<file path="src/rtl/sdram_port_arbiter_if.sv">
// Bundle of requester-side and controller-side signals around sdram_port_arbiter.
// Parameter HADDR_WIDTH must match the arbiter instance it is bound to.
//
// Handshake rules:
//   Requesters raise dsp_req/host_req as a level and keep address/data stable.
//   They drop the request only after the matching one-cycle dsp_ack/host_ack.
//   The arbiter raises one controller strobe (sd_rd_enable, sd_wr_enable or sd_rd_usr_en).
//   It keeps that strobe up until sd_busy is sampled high.
//   Completion is the falling edge of sd_busy.
interface sdram_port_arbiter_if #(
    parameter int HADDR_WIDTH = 22
);
    logic                   dsp_req;
    logic [HADDR_WIDTH-1:0] dsp_addr;
    logic                   dsp_ack;
    logic                   dsp_valid;
    logic [15:0]            dsp_data;

    logic                   host_req;
    logic                   host_we;
    logic [HADDR_WIDTH-1:0] host_addr;
    logic [15:0]            host_wdata;
    logic                   host_ack;
    logic [15:0]            host_rdata;

    logic [HADDR_WIDTH-1:0] sd_wr_addr;
    logic [HADDR_WIDTH-1:0] sd_rd_addr;
    logic [15:0]            sd_wr_data;
    logic                   sd_wr_enable;
    logic                   sd_rd_enable;
    logic                   sd_rd_usr_en;
    logic                   sd_rd_type;
    logic                   sd_rd_type_clr;
    logic                   sd_rd_ready;
    logic [15:0]            sd_rd_data;
    logic [15:0]            sd_rd_data_bypass;
    logic                   sd_busy;

    // Arbiter view
    modport slave (
        input  dsp_req, dsp_addr, host_req, host_we, host_addr, host_wdata,
        input  sd_rd_type_clr, sd_rd_data, sd_rd_data_bypass, sd_busy,
        output dsp_ack, dsp_valid, dsp_data, host_ack, host_rdata,
        output sd_wr_addr, sd_rd_addr, sd_wr_data, sd_wr_enable, sd_rd_enable,
        output sd_rd_usr_en, sd_rd_type, sd_rd_ready
    );

    // Requesters plus controller view
    modport master (
        output dsp_req, dsp_addr, host_req, host_we, host_addr, host_wdata,
        output sd_rd_type_clr, sd_rd_data, sd_rd_data_bypass, sd_busy,
        input  dsp_ack, dsp_valid, dsp_data, host_ack, host_rdata,
        input  sd_wr_addr, sd_rd_addr, sd_wr_data, sd_wr_enable, sd_rd_enable,
        input  sd_rd_usr_en, sd_rd_type, sd_rd_ready
    );
endinterface

</file>
<file path="src/rtl/sdram_port_arbiter.sv">
// sdram_port_arbiter: shares one sdram_controller between the display burst fetch and the host port.
// It runs one controller transaction at a time.
// Macro SDRAM_ARB_RR_EN selects round-robin arbitration.
// When the macro is undefined, display has strict priority over host.
// dbg_state exposes the FSM state: 0 IDLE, 1 ISSUE, 2 WAIT_DONE, 3 DRAIN, 4 ACK.
module sdram_port_arbiter #(
    parameter int HADDR_WIDTH = 22,
    parameter int BURST_LEN   = 4
) (
    input  logic                  clk,
    input  logic                  rst_n,
    sdram_port_arbiter_if.slave   bus,
    output logic [2:0]            dbg_state
);
    typedef enum logic [2:0] {
        IDLE      = 3'd0,
        ISSUE     = 3'd1,
        WAIT_DONE = 3'd2,
        DRAIN     = 3'd3,
        ACK       = 3'd4
    } state_t;

    state_t                 state_q, state_d;
    logic                   own_dsp_q, own_dsp_d;
    logic                   is_wr_q, is_wr_d;
    logic [1:0]             beat_q, beat_d;
    logic                   wr_en_q, wr_en_d, rd_en_q, rd_en_d, usr_en_q, usr_en_d;
    logic                   rd_type_q, rd_type_d;
    logic [HADDR_WIDTH-1:0] wr_addr_q, wr_addr_d, rd_addr_q, rd_addr_d;
    logic [15:0]            wr_data_q, wr_data_d;
    logic                   dsp_ack_q, dsp_ack_d, dsp_valid_q, dsp_valid_d;
    logic                   rd_ready_q, rd_ready_d;
    logic                   host_ack_q, host_ack_d;
    logic [15:0]            host_rdata_q, host_rdata_d;
    logic                   grant_dsp;

`ifdef SDRAM_ARB_RR_EN
    logic                   last_host_q, last_host_d;
    // When both ports request, the port that did not win last time gets the grant.
    assign grant_dsp = bus.dsp_req && (!bus.host_req || last_host_q);
`else
    // Display always wins. Host is served only when display is not requesting.
    assign grant_dsp = bus.dsp_req;
`endif

    // State and registered outputs. Reset abandons any in-flight transaction.
    always_ff @(posedge clk or negedge rst_n) begin
        if (!rst_n) begin
            state_q      <= IDLE;
            own_dsp_q    <= 1'b0;
            is_wr_q      <= 1'b0;
            beat_q       <= 2'd0;
            wr_en_q      <= 1'b0;
            rd_en_q      <= 1'b0;
            usr_en_q     <= 1'b0;
            rd_type_q    <= 1'b0;
            wr_addr_q    <= '0;
            rd_addr_q    <= '0;
            wr_data_q    <= 16'h0;
            dsp_ack_q    <= 1'b0;
            dsp_valid_q  <= 1'b0;
            rd_ready_q   <= 1'b0;
            host_ack_q   <= 1'b0;
            host_rdata_q <= 16'h0;
`ifdef SDRAM_ARB_RR_EN
            last_host_q  <= 1'b1;  // first contested grant goes to display
`endif
        end else begin
            state_q      <= state_d;
            own_dsp_q    <= own_dsp_d;
            is_wr_q      <= is_wr_d;
            beat_q       <= beat_d;
            wr_en_q      <= wr_en_d;
            rd_en_q      <= rd_en_d;
            usr_en_q     <= usr_en_d;
            rd_type_q    <= rd_type_d;
            wr_addr_q    <= wr_addr_d;
            rd_addr_q    <= rd_addr_d;
            wr_data_q    <= wr_data_d;
            dsp_ack_q    <= dsp_ack_d;
            dsp_valid_q  <= dsp_valid_d;
            rd_ready_q   <= rd_ready_d;
            host_ack_q   <= host_ack_d;
            host_rdata_q <= host_rdata_d;
`ifdef SDRAM_ARB_RR_EN
            last_host_q  <= last_host_d;
`endif
        end
    end

    // Next state and next values of every registered output.
    always_comb begin
        state_d      = state_q;
        own_dsp_d    = own_dsp_q;
        is_wr_d      = is_wr_q;
        beat_d       = beat_q;
        wr_en_d      = wr_en_q;
        rd_en_d      = rd_en_q;
        usr_en_d     = usr_en_q;
        rd_type_d    = rd_type_q;
        wr_addr_d    = wr_addr_q;
        rd_addr_d    = rd_addr_q;
        wr_data_d    = wr_data_q;
        dsp_ack_d    = 1'b0;
        dsp_valid_d  = 1'b0;
        rd_ready_d   = 1'b0;
        host_ack_d   = 1'b0;
        host_rdata_d = host_rdata_q;
`ifdef SDRAM_ARB_RR_EN
        last_host_d  = last_host_q;
`endif
        case (state_q)
            IDLE: begin
                // Never start while the controller is busy, including its init period.
                if (!bus.sd_busy && (bus.dsp_req || bus.host_req)) begin
                    state_d   = ISSUE;
                    own_dsp_d = grant_dsp;
`ifdef SDRAM_ARB_RR_EN
                    last_host_d = !grant_dsp;
`endif
                    if (grant_dsp) begin
                        // Bursts are aligned to BURST_LEN words.
                        rd_addr_d = bus.dsp_addr & ~(HADDR_WIDTH'(3));
                        rd_en_d   = 1'b1;
                    end else begin
                        is_wr_d   = bus.host_we;
                        wr_addr_d = bus.host_addr;
                        if (bus.host_we) begin
                            wr_data_d = bus.host_wdata;
                            wr_en_d   = 1'b1;
                        end else begin
                            usr_en_d  = 1'b1;
                            rd_type_d = 1'b1;
                        end
                    end
                end
            end
            ISSUE: begin
                // The strobe is held while the controller is refreshing.
                // It drops once the controller accepts the request.
                if (bus.sd_busy) begin
                    wr_en_d   = 1'b0;
                    rd_en_d   = 1'b0;
                    usr_en_d  = 1'b0;
                    dsp_ack_d = own_dsp_q;
                    state_d   = WAIT_DONE;
                end
            end
            WAIT_DONE: begin
                if (!bus.sd_busy) begin
                    if (own_dsp_q) begin
                        state_d     = DRAIN;
                        beat_d      = 2'd0;
                        dsp_valid_d = 1'b1;
                        rd_ready_d  = 1'b1;
                    end else begin
                        state_d    = ACK;
                        host_ack_d = 1'b1;
                        if (!is_wr_q) host_rdata_d = bus.sd_rd_data_bypass;
                    end
                end
            end
            DRAIN: begin
                beat_d = beat_q + 2'd1;
                if (beat_q == 2'(BURST_LEN - 1)) begin
                    state_d = IDLE;
                end else begin
                    dsp_valid_d = 1'b1;
                    rd_ready_d  = 1'b1;
                end
            end
            ACK: state_d = IDLE;
            default: state_d = IDLE;
        endcase
        // The controller clear wins over a same-cycle set.
        if (bus.sd_rd_type_clr) rd_type_d = 1'b0;
    end

    assign bus.sd_wr_enable = wr_en_q;
    assign bus.sd_rd_enable = rd_en_q;
    assign bus.sd_rd_usr_en = usr_en_q;
    assign bus.sd_rd_type   = rd_type_q;
    assign bus.sd_wr_addr   = wr_addr_q;
    assign bus.sd_rd_addr   = rd_addr_q;
    assign bus.sd_wr_data   = wr_data_q;
    assign bus.dsp_ack      = dsp_ack_q;
    assign bus.dsp_valid    = dsp_valid_q;
    assign bus.sd_rd_ready  = rd_ready_q;
    assign bus.host_ack     = host_ack_q;
    assign bus.host_rdata   = host_rdata_q;
    // The controller's burst register head is already registered.
    // It advances on each sd_rd_ready cycle, so it is forwarded during valid beats.
    // The output is zero otherwise.
    assign bus.dsp_data     = dsp_valid_q ? bus.sd_rd_data : 16'h0;
    assign dbg_state        = state_q;
endmodule

</file>
<file path="src/flat_wrapper.sv">
// flat-port wrapper written by rule: the top's interface ports become plain ports
module sdram_port_arbiter_flat 
#(
    parameter int HADDR_WIDTH = 22,
    parameter int BURST_LEN   = 4
)
  (clk, rst_n, dbg_state, bus_dsp_req, bus_dsp_addr, bus_host_req, bus_host_we, bus_host_addr, bus_host_wdata, bus_sd_rd_type_clr, bus_sd_rd_data, bus_sd_rd_data_bypass, bus_sd_busy, bus_dsp_ack, bus_dsp_valid, bus_dsp_data, bus_host_ack, bus_host_rdata, bus_sd_wr_addr, bus_sd_rd_addr, bus_sd_wr_data, bus_sd_wr_enable, bus_sd_rd_enable, bus_sd_rd_usr_en, bus_sd_rd_type, bus_sd_rd_ready);
  sdram_port_arbiter_if #(.HADDR_WIDTH(HADDR_WIDTH)) bus_i ();
  input  logic clk;
  input  logic rst_n;
  output logic [2:0] dbg_state;
  input wire logic [$bits(bus_i.dsp_req)-1:0] bus_dsp_req;
  input wire logic [$bits(bus_i.dsp_addr)-1:0] bus_dsp_addr;
  input wire logic [$bits(bus_i.host_req)-1:0] bus_host_req;
  input wire logic [$bits(bus_i.host_we)-1:0] bus_host_we;
  input wire logic [$bits(bus_i.host_addr)-1:0] bus_host_addr;
  input wire logic [$bits(bus_i.host_wdata)-1:0] bus_host_wdata;
  input wire logic [$bits(bus_i.sd_rd_type_clr)-1:0] bus_sd_rd_type_clr;
  input wire logic [$bits(bus_i.sd_rd_data)-1:0] bus_sd_rd_data;
  input wire logic [$bits(bus_i.sd_rd_data_bypass)-1:0] bus_sd_rd_data_bypass;
  input wire logic [$bits(bus_i.sd_busy)-1:0] bus_sd_busy;
  output wire logic [$bits(bus_i.dsp_ack)-1:0] bus_dsp_ack;
  output wire logic [$bits(bus_i.dsp_valid)-1:0] bus_dsp_valid;
  output wire logic [$bits(bus_i.dsp_data)-1:0] bus_dsp_data;
  output wire logic [$bits(bus_i.host_ack)-1:0] bus_host_ack;
  output wire logic [$bits(bus_i.host_rdata)-1:0] bus_host_rdata;
  output wire logic [$bits(bus_i.sd_wr_addr)-1:0] bus_sd_wr_addr;
  output wire logic [$bits(bus_i.sd_rd_addr)-1:0] bus_sd_rd_addr;
  output wire logic [$bits(bus_i.sd_wr_data)-1:0] bus_sd_wr_data;
  output wire logic [$bits(bus_i.sd_wr_enable)-1:0] bus_sd_wr_enable;
  output wire logic [$bits(bus_i.sd_rd_enable)-1:0] bus_sd_rd_enable;
  output wire logic [$bits(bus_i.sd_rd_usr_en)-1:0] bus_sd_rd_usr_en;
  output wire logic [$bits(bus_i.sd_rd_type)-1:0] bus_sd_rd_type;
  output wire logic [$bits(bus_i.sd_rd_ready)-1:0] bus_sd_rd_ready;
  assign bus_i.dsp_req = bus_dsp_req;
  assign bus_i.dsp_addr = bus_dsp_addr;
  assign bus_i.host_req = bus_host_req;
  assign bus_i.host_we = bus_host_we;
  assign bus_i.host_addr = bus_host_addr;
  assign bus_i.host_wdata = bus_host_wdata;
  assign bus_i.sd_rd_type_clr = bus_sd_rd_type_clr;
  assign bus_i.sd_rd_data = bus_sd_rd_data;
  assign bus_i.sd_rd_data_bypass = bus_sd_rd_data_bypass;
  assign bus_i.sd_busy = bus_sd_busy;
  assign bus_dsp_ack = bus_i.dsp_ack;
  assign bus_dsp_valid = bus_i.dsp_valid;
  assign bus_dsp_data = bus_i.dsp_data;
  assign bus_host_ack = bus_i.host_ack;
  assign bus_host_rdata = bus_i.host_rdata;
  assign bus_sd_wr_addr = bus_i.sd_wr_addr;
  assign bus_sd_rd_addr = bus_i.sd_rd_addr;
  assign bus_sd_wr_data = bus_i.sd_wr_data;
  assign bus_sd_wr_enable = bus_i.sd_wr_enable;
  assign bus_sd_rd_enable = bus_i.sd_rd_enable;
  assign bus_sd_rd_usr_en = bus_i.sd_rd_usr_en;
  assign bus_sd_rd_type = bus_i.sd_rd_type;
  assign bus_sd_rd_ready = bus_i.sd_rd_ready;
  sdram_port_arbiter #(.HADDR_WIDTH(HADDR_WIDTH), .BURST_LEN(BURST_LEN)) u_core (.clk(clk), .rst_n(rst_n), .bus(bus_i), .dbg_state(dbg_state));
endmodule
</file>
<file path="config.mk">
export PLATFORM = sky130hd
export DESIGN_NAME = sdram_port_arbiter_flat
export DESIGN_NICKNAME = d
export VERILOG_FILES = /design/src/rtl/sdram_port_arbiter_if.sv /design/src/rtl/sdram_port_arbiter.sv /design/src/flat_wrapper.sv
export SDC_FILE = /design/constraint.sdc
export NUM_CORES = 1
export LEC_CHECK = 0
export BUFFER_PORTS_ARGS = -buffer_cell sky130_fd_sc_hd__buf_2
export CORE_MARGIN = 2
export CORE_UTILIZATION = 44
export DETAILED_ROUTE_END_ITERATION = 8
export GPL_TIMING_DRIVEN = 0
export PLACE_DENSITY = 0.82
export SETUP_SLACK_MARGIN = 0.5
export SYNTH_ARGS = -nofsm -noshare
export SYNTH_HDL_FRONTEND = slang
export SYNTH_SLANG_ARGS = --single-unit
</file>
<file path="constraint.sdc">
create_clock -name clk -period 2.58 [get_ports clk]
set_clock_uncertainty 0.2 [all_clocks]
set_input_delay 0 -clock clk [delete_from_list [all_inputs] [get_ports clk]]
set_output_delay 0 -clock clk [all_outputs]
set_load 0.05 [all_outputs]
</file>
==> flow_results.org, run 1 <==
** Status
- Status :: complete, no violations

** Clock network
- CTS placed an instance of sky130_fd_sc_hd__clkbuf_8 at the clock tree root.
- No sink is reached through more buffers than the 2 on the longest clock path.
- The H-tree was split into 3 levels.
- Clock-pin slew was measured on the worst setup and hold paths at 0.09 ns.
- CTS buffer count :: 9
- For this design, the sink count on the clock tree is 88.
- Clock latency on the worst-skew pair :: 0.34 ns
- TritonCTS built the clock tree.

** STA
- Crit share post-route :: 77.96%
- The worst pin sits at a relative slew slack of 63.17%.
- Setup repair after global routing left no endpoint under its margin.
- Number of setup violations in the final report :: 0
- Tightest Pin Transition :: 0.5525 ns
- The worst path meets setup with ~0.57 ns of slack.
- Total Neg Setup Slack :: 0 ns
- The routed design could run at a clock period as short as 2.011 ns.
- Max-slew violation count :: 0
- Derived from the worst setup path, the maximum achievable clock frequency is 497.2 MHz.
- Final count of hold timing violations :: 0

** Setup path
- Critical Path AT :: 2.04 ns
- The slowest stage of the critical path is the sky130_fd_sc_hd__dfrtp_2 cell.
- The worst setup path is captured at a register.
- Delay of the slowest cell on the worst path :: ~0.42 ns
- Among the stages of the critical path, the cell type that occurs most often is sky130_fd_sc_hd__buf_6.
- Crit start category :: register
- Category of the critical setup timing path :: reg -> reg
- Crit-path cells :: buf_6, nor4_4, and4b_1, buf_6, buf_12, mux2_4
- Of all nets on the critical path, the largest fanout is 10.
- Required @ worst endpoint :: 2.61 ns

** Flow run
- The tool flagged a number of max-cap violations equal to 0.

** Global routing
- Entering global routing, the biggest net connects between 40 and 50 pins.
- First-pass GRT wire length :: 15.16 mm
- Across every metal layer, demand over resource in global routing totals 22.40%.
- Initial antenna violation count :: 0
- GRT Residual Overflow :: 0
- Vias in the first global route :: between 3k and 4k

** Layout
- Area overhead of the layout relative to synthesis :: 64.28%
- Fill cells in the final layout number 490.
- Antenna diode instance count :: 0
- Core occupancy in the finished layout :: approximately 75%
- After the last flow step, the layout net total stands at roughly 630.
- Layout cells sized above 1 :: 57.92%

** Floorplanning
- In this run the vertical extent of the chip is approximately 93 µm.
- The floorplan step defined a die boundary enclosing between 8000 and 9000 µm².
- 202 I/O pins were placed.
- Area of the core :: about 7700 µm²
- Starting Density :: 45.42%
- Die width :: 93.31 µm
- Number of cell rows :: 32

** Drt
- Detail-routed net length per standard cell :: 15.13 µm
- Detail-routed via count per cell :: around 4.7
- The first detailed-routing pass took 4 iterations.
- After detailed routing, the total wire length is 9.562 mm.
- For this block, the via count after detailed routing is approximately 2.9k.
- Post-route antenna net violation count :: 0
- First DRT Iteration DRCs :: 73
- After detailed routing, the number of remaining DRC violations is 0.

** Placed design
- In this run the tool buffered the top-level ports with approximately 200 buffer cells.
- HPWL after detailed placement :: 6.227 mm
- Pre-CTS setup slack :: 0.4825 ns
- Final weighted congestion in routability-driven placement :: roughly 0.75

** Synthesis
- For this run, asynchronously set or reset flops after synthesis account for 100.0%.
- After synthesis, flip-flops and latches occupy 62.75% of the total area.
- Main combinational cell family by area after synthesis :: multiplexers
- Of the total synthesized cell area, the portion taken by XOR and XNOR cells is 0%.
- Count of flip-flops with a built-in enable after synthesis :: 0
- Cell types with the largest area share after synthesis :: sky130_fd_sc_hd__dfrtp_1, sky130_fd_sc_hd__mux2_2, sky130_fd_sc_hd__and2_1
- Summing the areas of all fa, ha and maj instances in the mapped netlist gives 0.3565% of the synthesized area.
- Number of register bits inferred by synthesis :: 88
- Synthesis handed over a netlist of 231 instances.
- The synthesized netlist contains 31 unique library cells.
- Multiplexer share of the synthesized area :: 24.35%
- The biggest area contributor in the post-synthesis netlist is sky130_fd_sc_hd__dfrtp_1.
- Total number of yosys warnings :: 0
- Of the total synthesized cell area, the portion taken by AND, OR, NAND and NOR gates is 7.059%.
- Netlist Area Pre-Place :: 3510 µm²
- Area fraction in compound gates after synthesis :: 2.103%
- Main synth FF type :: sky130_fd_sc_hd__dfrtp_1
- The top cell type by area accounts for 62.75% of the synthesized area.
- Each instance of the synthesized netlist takes up on average about 15 µm².

** Pwr
- Leakage power :: 2.989 nW
- VDD sags by at most 1.067 mV.
- Power density over the cells :: 1385 nW/µm²

** Min path
- The worst hold path belongs to the class in -> reg.
cell families after synthesis:
group / after synthesis
AND/OR/NAND/NOR: 39
adder cells (fa/ha/maj): 1
AO/OA/AOI/OAI: 11
buffers and inverters: 15
multiplexers: 76
flip-flops: 88
other: 1
through the flow:
stage               instances  instance area, µm²  hold WS [ns]  total power (W)
floorplan                 232                3546       -0.4956         0.005756
global placement          531                4659      -0.03962         0.006689
detailed placement        532                4682       -0.1675         0.006804
CTS                       632                5763        0.1998         0.007992
global route              632                5766        0.1928         0.008346
finish                    632                5766        0.1615         0.007987
power breakdown:
part           switching [W]  internal (W)
sequential          0.000368       0.00204
combinational        0.00323       0.00129
clock               0.000461      0.000597
flip-flops by register name (all words and copies together) (netlist names):
signal	flops
u_core.beat_q	2
u_core.bus.dsp_ack	1
u_core.bus.dsp_valid	1
u_core.bus.host_ack	1
u_core.bus.host_rdata	16
u_core.bus.sd_rd_addr	20
u_core.bus.sd_rd_enable	1
u_core.bus.sd_rd_type	1
u_core.bus.sd_rd_usr_en	1
u_core.bus.sd_wr_addr	22
u_core.bus.sd_wr_data	16
u_core.bus.sd_wr_enable	1
u_core.dbg_state	3
u_core.is_wr_q	1
u_core.own_dsp_q	1
layout by cell type, fill, tap and decap left out, drive strengths merged, types with 3 or more instances in the layout:
cell         instances
a21o                 3
and2                18
buf                211
clkbuf              12
dfrtp               88
dlygate4sd3         83
inv                  4
mux2                75
nand2                3
nor2                 5
cells in the mapped netlist (all sizes together) (2+ instances only):
cell type  count
a21o           3
a21oi          2
and2          18
buf           11
dfrtp         88
inv            3
mux2          75
nand2          3
nand2b         2
nand3          2
nand3b         2
nor2           5
nor3           2
nor4           2
o21ai          2
worst max-delay path, delay by kind of cell, from the launching register on:
kind          cells  cell delay (ns)
buf+inv           3             0.45
flops             1             0.42
mux               1             0.30
simple gates      2             0.53
metal layers:
layer	vias to the layer above	part of all wire, %	global-route usage (%)
li1	1389	-	-
met5	-	0	0
met1	1401	36	24.41
met4	0	2.1	7.598
met2	134	54	42.33
met3	21	7.4	5.157
final timing paths:
kind | start | endpoint | slack, ns | cells past startpoint
hold reg to reg | u_core.is_wr_q | u_core.is_wr_q | 0.28 | 1
max in group asynchronous | rst_n | u_core.bus.sd_wr_data[10] | 0.72 | 4
setup / recovery | u_core.dbg_state[0] | u_core.bus.sd_wr_data[7] | 0.57 | 6
hold / removal | bus_sd_rd_type_clr | u_core.bus.sd_rd_type | 0.16 | 3
setup reg to reg | u_core.dbg_state[0] | u_core.bus.sd_wr_data[7] | 0.57 | 6
min in group asynchronous | rst_n | u_core.bus.sd_wr_addr[18] | 0.54 | 3
area by class of cell:
| type | count | area (µm²) | area share (%) |
|---|---|---|---|
| clock inverters | 4 | 76.32 | 1.324 |
| inverters | 3 | 11.26 | 0.1953 |
| repair buffers | 283 | 1854 | 32.16 |
| multi-input cells | 129 | 1231 | 21.35 |
| well taps | 102 | 127.6 | 2.214 |
| clock buffers | 11 | 151.4 | 2.626 |
| plain buffers | 12 | 108.9 | 1.888 |
| flip-flops and latches | 88 | 2205 | 38.24 |
repair_timing:
action / 4_1_cts / 5_1_grt
resized for setup: 1 / 1
buffers inserted: 1 / 1
hold buffers: 84 / 0
setup endpoints to repair: 18 / 9
pin swaps: 1 / 2
hold endpoints to repair: 173 / 0
No activity file was read; power rests on OpenSTA's default activity.
==> run 2, diff against run 1 <==
Settings changed: ABC_AREA set to 1, CORE_UTILIZATION 44 to 45.
Clock period 2.58 ns to 2 ns, I/O delays scaled along.
==> flow_results.org, run 2 <==
** Global routing
- Overall Global Routing Usage :: 29.33% (was 22.40%)
- Vias in the first global route :: 4,331 (was 3,187)
- GRT Residual Overflow :: 0 (unchanged)
- First-pass GRT wire length :: 20.55 mm (was 15.16 mm)
- Initial antenna violation count :: 0 (unchanged)
- Maximum number of pins on one net before global-route repair :: 46 (was 45)

** Floorplanning
- Starting Density :: 45.95% (was 45.42%)
- Count of pins on the block boundary :: 202 (unchanged)
- The site row count came to 33 (was 32).
- The die height came to 95.13 µm (was 93.31 µm).
- The die span in x came to 95.13 µm (was 93.31 µm).
- Die Outline Area :: 9050 µm² (was 8707 µm²)
- The core region area is 8134 µm² (was 7727 µm²).

** Layout
- Fill cell total of the finished layout :: 350 (was 490)
- The number of diodes came to 0 (unchanged).
- Commonest non-fill, non-tap cells in the layout :: sky130_fd_sc_hd__buf_2, sky130_fd_sc_hd__nand2_1, sky130_fd_sc_hd__dfrtp_1 (was sky130_fd_sc_hd__buf_2, sky130_fd_sc_hd__dfrtp_1, sky130_fd_sc_hd__dlygate4sd3_1)
- Sequential cell area in the final layout :: 2207 µm² (was 2205 µm²)
- Flip-flop count of the largest register, all copies and words added :: 22 (unchanged)
- Core occupancy in the finished layout :: 88.34% (was 74.61%)
- Layout cells sized above 1 :: 54.99% (was 57.92%)
- The growth of design area from synthesis to finish is 92.27% (was 64.28%).
- Commonest non-fill, non-tap cell in the layout :: sky130_fd_sc_hd__buf_2 (unchanged)
- The final layout net count was 866 (was 626).
- Total area of multi-input combinational cells :: 1841 µm² (was 1231 µm²)

** Flow run
- Max-cap violations :: 0 (unchanged)

** STA
- Worst hold margin :: -0.0005757 ns (was 0.1615 ns)
- The fmax came to 560.6 MHz (was 497.2 MHz).
- Final count of hold timing violations :: 2 (was 0)
- Tmin final :: 1.784 ns (was 2.011 ns)
- The measured slew at the worst slew-check pin is 0.6068 ns (was 0.5525 ns).
- The worst-case headroom to the max-slew limit was 59.55% (was 63.17%).
- The count of final max-slew check failures came to 0 (unchanged).
- The period utilization is 89.19% (was 77.96%).
- The final-report setup violation count came to 0 (unchanged).
- RSZ-0062 raised after global routing :: true (was false)

** Synthesis
- The per-instance average area after synthesis was 8.651 µm² (was 15.19 µm²).
- Area fraction in compound gates after synthesis :: 1.875% (was 2.103%)
- The area share of fa/ha/maj cells after synthesis is 0.3348% (was 0.3565%).
- The post-synthesis cell type with the largest combined area was sky130_fd_sc_hd__dfrtp_1 (unchanged).
- The cell with the most instances after synthesis is sky130_fd_sc_hd__nand2_1 (was sky130_fd_sc_hd__dfrtp_1).
- Number of register bits inferred by synthesis :: 88 (unchanged)
- The largest family of logic cells by synthesized area is simple AND/OR/NAND/NOR gates (was multiplexers).
- Count of flip-flops with a built-in enable after synthesis :: 0 (unchanged)
- Synth Area in Simple Gates :: 32.34% (was 7.059%)
- Total number of yosys warnings :: 0 (unchanged)
- Post-synthesis share of cell area spent on xor and xnor gates :: 0% (unchanged)
- Multiplexer share of the synthesized area :: 0% (was 24.35%)
- Register area share after synthesis :: 58.92% (was 62.75%)
- The area share of the largest cell type after synthesis was 58.92% (was 62.75%).
- Post-synth top cells :: sky130_fd_sc_hd__nand2_1, sky130_fd_sc_hd__dfrtp_1, sky130_fd_sc_hd__nand3_1 (was sky130_fd_sc_hd__dfrtp_1, sky130_fd_sc_hd__mux2_2, sky130_fd_sc_hd__and2_1)
- Count of mapped cells out of synthesis :: 432 (was 231)
- The most frequently used flop master after synthesis was sky130_fd_sc_hd__dfrtp_1 (unchanged).
- Netlist Area Pre-Place :: 3737 µm² (was 3510 µm²)
- Distinct cell type count of the synthesized netlist :: 27 (was 31)
- Cell types with the largest area share after synthesis :: sky130_fd_sc_hd__dfrtp_1, sky130_fd_sc_hd__nand2_1, sky130_fd_sc_hd__nand3_1 (was sky130_fd_sc_hd__dfrtp_1, sky130_fd_sc_hd__mux2_2, sky130_fd_sc_hd__and2_1)
- The fraction of synthesis flops using an asynchronous set or reset pin came to 100.0% (unchanged).

** Placed design
- The number of buffers inserted by port buffering was 197 (unchanged).
- The routability congestion estimate from global placement is 0.8418 (was 0.7509).
- The final HPWL from detailed placement came to 7.094 mm (was 6.227 mm).

** Setup path
- Nature of the critical path endpoint :: register (unchanged)
- CP max FO :: 5 (was 10)
- Critical Path AT :: 1.82 ns (was 2.04 ns)
- The required time at the worst-slack endpoint came to 2.04 ns (was 2.61 ns).
- Category of the critical setup timing path :: reg -> reg (unchanged)
- Reg2reg path depth :: 8 (was 6)
- The kind of start point of the critical path was a register (unchanged).

** Drt
- The via-per-instance ratio is 5.330 (was 4.660).
- The average routed wire per standard cell is 19.25 µm (was 15.13 µm).
- The DRC violation count after routing is 0 (unchanged).
- The remaining antenna violation count after routing was 0 (unchanged).
- The number of optimization iterations in the first detailed-route pass is 5 (was 4).
- First DRT Iteration DRCs :: 328 (was 73)
- Total Routed Length :: 16.86 mm (was 9.562 mm)
- The routed via count came to 4,669 (was 2,945).

** Min path
- The path class of the lowest-slack min-delay path is in -> async (was in -> reg).

** Clock network
- The insertion delay to the later sink of the worst-skew pair is 0.36 ns (was 0.34 ns).
- Root Buffer :: sky130_fd_sc_hd__clkbuf_8 (unchanged)
- Clock sink total :: 88 (unchanged)
- The clock tree from TritonCTS is yes (unchanged).
- The number of buffers on the longest clock path was 2 (unchanged).
- The H-tree depth reported by CTS came to 3 (unchanged).
- Clock-pin slew on the worst setup and hold paths :: 0.11 ns (was 0.09 ns)
- The clock buffer count from CTS came to 9 (unchanged).

** Pwr
- The clock group share of total power was 9.7% (was 13.3%).
- Leakage power :: 3.938 nW (was 2.989 nW)
- Power density over the cells :: 1644 nW/µm² (was 1385 nW/µm²)
- Relative contribution of sequential cells to total power :: 27.8% (was 30.2%)
- Fraction of power consumed by combinational cells :: 62.5% (was 56.6%)
- Peak ir drop on the vdd network :: 0.9675 mV (was 1.067 mV)
- The design internal power came to 0.005225 W (was 0.003930 W).
- The fraction of power spent switching nets was 55.78% (was 50.80%).
- The total chip power came to 0.01182 W (was 0.007987 W).
- The net switching power is 0.006590 W (was 0.004058 W).

** Status
- The checks that failed: negative hold slack.
- Status :: finished, violations left (was complete, no violations)
[run 2: cell count changes after synthesis, moves of 4 or more]
cell,before,now
sky130_fd_sc_hd__o21ai_0,2,8
sky130_fd_sc_hd__nand2_2,0,12
sky130_fd_sc_hd__buf_2,2,8
sky130_fd_sc_hd__nand3_1,2,40
sky130_fd_sc_hd__nand2_1,3,212
sky130_fd_sc_hd__mux2_2,74,0
sky130_fd_sc_hd__clkbuf_1,1,5
sky130_fd_sc_hd__inv_1,3,26
sky130_fd_sc_hd__and2_1,18,0
[run 2: routing by layer]
layer	routed length, µm	vias up	track usage (%)
met4	1166	0	13.41
met5	0	-	0
met3	1391	109	6.640
met1	5566	2210	32.33
li1	-	1999	-
met2	8737	351	53.40
[run 2: kinds of logic after synthesis]
logic type	after synthesis
and+or+nand+nor	280
AOI/OAI and AO/OA	13
other	1
DFF	88
buffers and inverters	49
adders and majority gates	1
[run 2: repair_timing]
| action | in CTS | in global routing |
|---|---|---|
| pin swaps | 8 | 27 |
| buffers inserted | 21 | 12 |
| hold buffers | 83 | 0 |
| gates cloned | 5 | 3 |
| endpoints found under the setup margin | 96 | 102 |
| resized for setup | 130 | 120 |
| endpoints found under the hold margin | 173 | 0 |
[run 2: final cells by class]
| cell class | count | area share, % |
|---|---|---|
| Timing Repair Buffer | 322 | 34.08 |
| Sequential cell | 88 | 30.72 |
| Multi-Input combinational cell | 296 | 25.61 |
| Buffer | 20 | 3.308 |
| Inverter | 29 | 2.072 |
| Tap cell | 105 | 1.828 |
| Clock buffer | 9 | 1.724 |
| Clock inverter | 7 | 0.6617 |
[run 2: worst max-delay path: stages, from the launching register on]
cell	delay [ns]
sky130_fd_sc_hd__dfrtp_2	0.50
sky130_fd_sc_hd__nor2_4	0.15
sky130_fd_sc_hd__nand2_2	0.09
sky130_fd_sc_hd__nor3_4	0.17
sky130_fd_sc_hd__buf_4	0.18
sky130_fd_sc_hd__nand2_4	0.08
sky130_fd_sc_hd__buf_6	0.15
sky130_fd_sc_hd__nand2_2	0.07
sky130_fd_sc_hd__nand2_1	0.07
[run 2: metrics by stage]
stage / setup TNS [ns] / setup slack (ns) / instance area (µm²) / std cells / hold WS, ns
finish: 0 / 0.2161 / 7186 / 876 / -0.0005757
floorplan: 0 / 0.2579 / 3832 / 433 / -0.4956
global placement: -0.6399 / -0.1527 / 4950 / 735 / -0.04797
detailed placement: 0 / 0.1419 / 4980 / 736 / -0.1613
global route: 0 / 0.1670 / 7186 / 876 / 0.03727
CTS: 0 / 0.3318 / 6635 / 861 / -0.003940
[run 2: power by group through the flow]
stage / logic (W) / clock network [W] / registers [W]
floorplan: 0.00151 / 0 / 0.00577
global placement: 0.00548 / 0 / 0.00305
detailed placement: 0.00560 / 0 / 0.00308
CTS: 0.00642 / 0.00112 / 0.00310
global route: 0.00769 / 0.00122 / 0.00335
finish: 0.00739 / 0.00114 / 0.00329
[run 2: final timing paths]
path                                                 from                         to  slack (ns)
worst min register to register  u_core.bus.sd_wr_data[12]  u_core.bus.sd_wr_data[12]        0.28
min in group clk                              bus_dsp_req             u_core.is_wr_q        0.06
worst min-delay path                                rst_n  u_core.bus.sd_rd_addr[18]     -0.0006
max in group asynchronous                           rst_n   u_core.bus.sd_rd_addr[8]        0.70
worst max-delay path                  u_core.dbg_state[2]   u_core.bus.host_rdata[7]        0.22
worst max register to register        u_core.dbg_state[2]   u_core.bus.host_rdata[7]        0.22
==> run 3, diff against run 2 <==
==> constraint.sdc (replaced) <==
create_clock -name clk -period 2 [get_ports clk]
set_clock_uncertainty 0.2 [all_clocks]
set_input_delay 0.4 -clock clk [delete_from_list [all_inputs] [get_ports clk]]
set_output_delay 0.4 -clock clk [all_outputs]
set_load 0.05 [all_outputs]
==> flow_results.org, run 3 <==
** Placed design
- HPWL after detailed placement :: 7.183 mm (was 7.094 mm)
- Final weighted congestion in routability-driven placement :: 0.7396 (was 0.8418)
- Input/output buffers :: 197 (unchanged)
- Pre-CTS setup slack :: 0.1514 ns (was 0.1419 ns)
- Placed cells :: 736 (unchanged)

** Synthesis
- The per-instance average area after synthesis was 8.651 µm² (unchanged).
- Total number of yosys warnings :: 0 (unchanged)
- Number of register bits inferred by synthesis :: 88 (unchanged)
- The post-synthesis cell type with the largest combined area is sky130_fd_sc_hd__dfrtp_1 (unchanged).
- Post-synth top cells: sky130_fd_sc_hd__nand2_1, sky130_fd_sc_hd__dfrtp_1, sky130_fd_sc_hd__nand3_1 (unchanged).
- Main synth FF type :: sky130_fd_sc_hd__dfrtp_1 (unchanged)
- Cell types with the largest area share after synthesis: sky130_fd_sc_hd__dfrtp_1, sky130_fd_sc_hd__nand2_1, sky130_fd_sc_hd__nand3_1 (unchanged).
- Netlist Area Pre-Place :: 3737 µm² (unchanged)
- Most instantiated library cell after synthesis :: sky130_fd_sc_hd__nand2_1 (unchanged)
- The post-synthesis sequential area ratio was 58.92% (unchanged).
- Count of flip-flops with a built-in enable after synthesis :: 0 (unchanged)
- The count of distinct cell types in the synthesized netlist is 27 (unchanged).
- The cell count after synthesis is 432 (unchanged).
- Fraction of registers with async set or reset after synthesis :: 100.0% (unchanged)
- Area share of the largest cell type after synthesis :: 58.92% (unchanged)

** STA
- Type of the worst endpoint after the last repair :: primary output
- Worst endpoint after global-route timing repair :: bus_dsp_data[6]

** Floorplanning
- The site row count was 33 (unchanged).
- Die extent in y :: 95.13 µm (unchanged)
- The number of placed I/O pins was 202 (unchanged).
- The starting utilization of the core area is 45.95% (unchanged).
- Die width :: 95.13 µm (unchanged)

** Clock network
- Maximum buffer depth of the clock tree :: 2 (unchanged)
- The clock sink total was 88 (unchanged).
- The clock buffer count from CTS came to 9 (unchanged).
- The H-tree depth reported by CTS was 3 (unchanged).
- The root buffer cell is sky130_fd_sc_hd__clkbuf_8 (unchanged).

** Global routing
- Maximum number of pins on one net before global-route repair :: 51

** Status
- The flow stopped in global routing (5_1_grt).
- Status: stopped before the end (was finished, violations left).
- The first error in the log reads "[ERROR DPL-0038] Utilization greater than 100%, impossible to legalize".
-- run 3: logic make-up after synthesis --
group	Yosys count	synth area share, %
AO/OA/AOI/OAI	13	1.875
adder cells (fa/ha/maj)	1	0.3347
buffers and inverters	49	6.428
flip-flops	88	58.92
other	1	0.1003
AND/OR/NAND/NOR	280	32.34
-- run 3: stage by stage --
stage                     cell area, µm²  setup TNS (ns)  utilization, %  hold WS, ns
after CTS                           7128               0           87.63      0.01745
after detailed placement            5075               0           62.39       0.2121
after global placement              5045          -33.31           62.02       0.2490
after floorplan                     3928               0               -     -0.09559
-- run 3: repair_timing --
item,in CTS
setup endpoints to repair,180
hold endpoints to repair,39
buffers inserted,83
gates cloned,11
hold buffers,2
resized for setup,317
pin swaps,50
==> run 4, diff against run 3 <==
Settings changed: CORE_UTILIZATION 45 to 40, PLACE_DENSITY 0.82 to not set, PLACE_DENSITY_LB_ADDON set to 0.15, SETUP_SLACK_MARGIN 0.5 to not set.
==> flow_results.org, run 4 (synthesis results as in run 2) <==
** Layout
- Core occupancy in the finished layout :: a little under three fifths
- Relative to the synthesized area, the layout overhead comes to 38.84%.
- Layout cells sized above 1 :: 41.14%
- Commonest non-fill, non-tap cells in the layout :: sky130_fd_sc_hd__nand2_1, sky130_fd_sc_hd__buf_2, sky130_fd_sc_hd__dfrtp_1
- Commonest non-fill, non-tap cell in the layout :: sky130_fd_sc_hd__nand2_1
- Nets@finish :: 744
- Antenna diode instance count :: 0
- Flip-flop count of the largest register, all copies and words added :: 22

** Min path
- In this run the worst hold path is classified as in -> reg.
- Startpoint of the worst hold path :: bus_host_addr[14]

** Setup path
- The worst setup path is captured at an output port.
- Worst r2r src :: u_core.dbg_state[1]
- In this run the worst path has a maximum fanout of 10.
- Crit start category :: register
- The worst setup path is of the reg -> out kind.
- Tracing the worst setup path back leads to its startpoint at u_core.bus.dsp_valid.
- At the worst endpoint, the required time is roughly 1.4 ns.
- Critical Path AT :: 1.32 ns

** STA
- The count of final max-slew check failures is 0.
- For the pin with the worst max-slew slack, the measured transition is 0.5431 ns.
- The number of hold violations in the final report was 0.
- After layout, the minimum clock period comes to 1.922 ns.
- Post-layout worst setup margin :: 0.07757 ns
- Setup violations remaining at the end of the flow were counted as 0.
- RSZ-0062 raised after global routing :: false
- Highest clock rate :: between 500 and 600 MHz
- In the finished design, the share of the clock period the worst path needs comes to roughly 96%.
- Slew HR :: 63.79%

** Floorplanning
- The site row count is 35 (was 33).
- The die span in x was 100.7 µm (was 95.13 µm).
- The die covers between 10,000 and 15,000 µm².
- Starting Density :: 40.83% (was 45.95%)
- The number of placed I/O pins came to 202 (unchanged).
- The die height is 100.7 µm (was 95.13 µm).
- The total area inside the core boundary comes to 9153 µm².

** Global routing
- The total overflow left after global routing is 0.
- The first global-routing pass estimated 14.86 mm of wire.
- In this run the most used layer during global routing was met2.
- Entering global routing, the biggest net connects just under 50 pins.
- Overall Global Routing Usage :: 18.59%
- Global routing used 30.56% of the available met2 tracks.
- The initial antenna violation count came to 0.
- Vias in the first global route :: about 3.2k
- Global-route met1 utilization :: 23.38%
- GR Layer Usage met3 :: 4.993%

** Pwr
- Across the VDD grid, the largest voltage drop is approximately 0.80 mV.
- Power spread over the standard cell area amounts to 1893 nW/µm².
- Summed over all cells, the static leakage comes to 3.076 nW.

** Drt
- The first detailed-routing pass ran for 4 iterations.
- In the routed layout, each cell is associated on average with a via count of 4.536.
- First DRT Iteration DRCs :: 71
- Detailed routing inserted a total of 3,447 vias.
- For this run, design rule violations remaining after detail routing come to 0.
- Post-route antenna net violation count :: 0
- Dividing the detail-routed wire length by the instance count gives 12.41 µm.
- Total Routed Length :: 9.429 mm

** Placed design
- Pre-CTS setup slack :: -0.09917 ns (was 0.1514 ns)
- HPWL after detailed placement :: 7.196 mm (was 7.183 mm)
- The number of buffers inserted by port buffering came to 197 (unchanged).
- Final weighted congestion in routability-driven placement :: 0.7886 (was 0.7396)

** Clock network
- CTS buffer count :: 9 (unchanged)
- Maximum buffer depth of the clock tree :: 2 (unchanged)
- Clock sink total :: 88 (unchanged)
- H-tree Lvls :: 3 (unchanged)
- Clock-pin slew was measured on the worst setup and hold paths at around 0.090 ns.
- TritonCTS built the clock tree.
- Root Buffer :: sky130_fd_sc_hd__clkbuf_8 (unchanged)
- Clock latency on the worst-skew pair :: 0.35 ns

** Status
- Status: complete, no violations (was stopped before the end).

** Flow run
- The tool flagged a number of max-cap violations equal to 0.
==> run 4: power breakdown <==
| group | internal, W | switching [W] |
|---|---|---|
| Combinational | 0.00123 | 0.00433 |
| Clock | 0.000582 | 0.000637 |
| Sequential | 0.00259 | 0.000458 |
==> run 4: worst paths after layout <==
| check | end | slack [ns] | cells after the start |
|---|---|---|---|
| max in group asynchronous | u_core.dbg_state[0] | 0.60 | 3 |
| setup / recovery | bus_dsp_data[0] | 0.08 | 4 |
| min in group asynchronous | u_core.bus.sd_rd_addr[16] | 0.39 | 2 |
| hold reg to reg | u_core.bus.sd_rd_enable | 0.27 | 2 |
| setup reg to reg | u_core.bus.sd_wr_data[8] | 0.15 | 9 |
| hold / removal | u_core.bus.sd_wr_addr[14] | 0.03 | 3 |
==> run 4: repair_timing <==
item                                    CTS  global route
cloned                                    0             0
gates resized for setup                  13             2
hold buffers                              2             0
setup buffers                             1             0
endpoints found under the setup margin   12             6
hold endpoints to repair                 41             0
==> run 4: through the flow <==
stage	hold WS [ns]	std cells	power (W)	TNS [ns]	instance area, µm²
finish	0.03464	760	0.009823	0	5189
global route	0.02113	760	0.01043	0	5189
CTS	0.01270	760	0.009928	0	5185
detailed placement	0.2267	742	0.008633	-0.5677	4935
global placement	0.2499	741	0.008538	-40.80	4905
floorplan	-0.09559	433	0.007251	0	3780
==> run 4: area by class of cell <==
cell class | count | area, µm²
fillers | 878 | 3964
flip-flops and latches | 88 | 2205
multi-input cells | 296 | 1304
repair buffers | 201 | 1069
inverters | 29 | 146.4
well taps | 111 | 138.9
plain buffers | 19 | 131.4
clock buffers | 10 | 127.6
clock inverters | 6 | 67.56
==> run 4: critical path, cell delays in order, from the launching register on <==
cell	delay (ns)
sky130_fd_sc_hd__dfrtp_2	0.41
sky130_fd_sc_hd__clkbuf_4	0.18
sky130_fd_sc_hd__nand2_1	0.11
sky130_fd_sc_hd__clkinvlp_4	0.09
sky130_fd_sc_hd__buf_4	0.19
==> run 4: per-layer routing <==
layer	vias up	routed length, µm
li1	1745	-
met1	1558	3922
met2	127	4595
met3	17	726
met4	0	184
met5	-	0
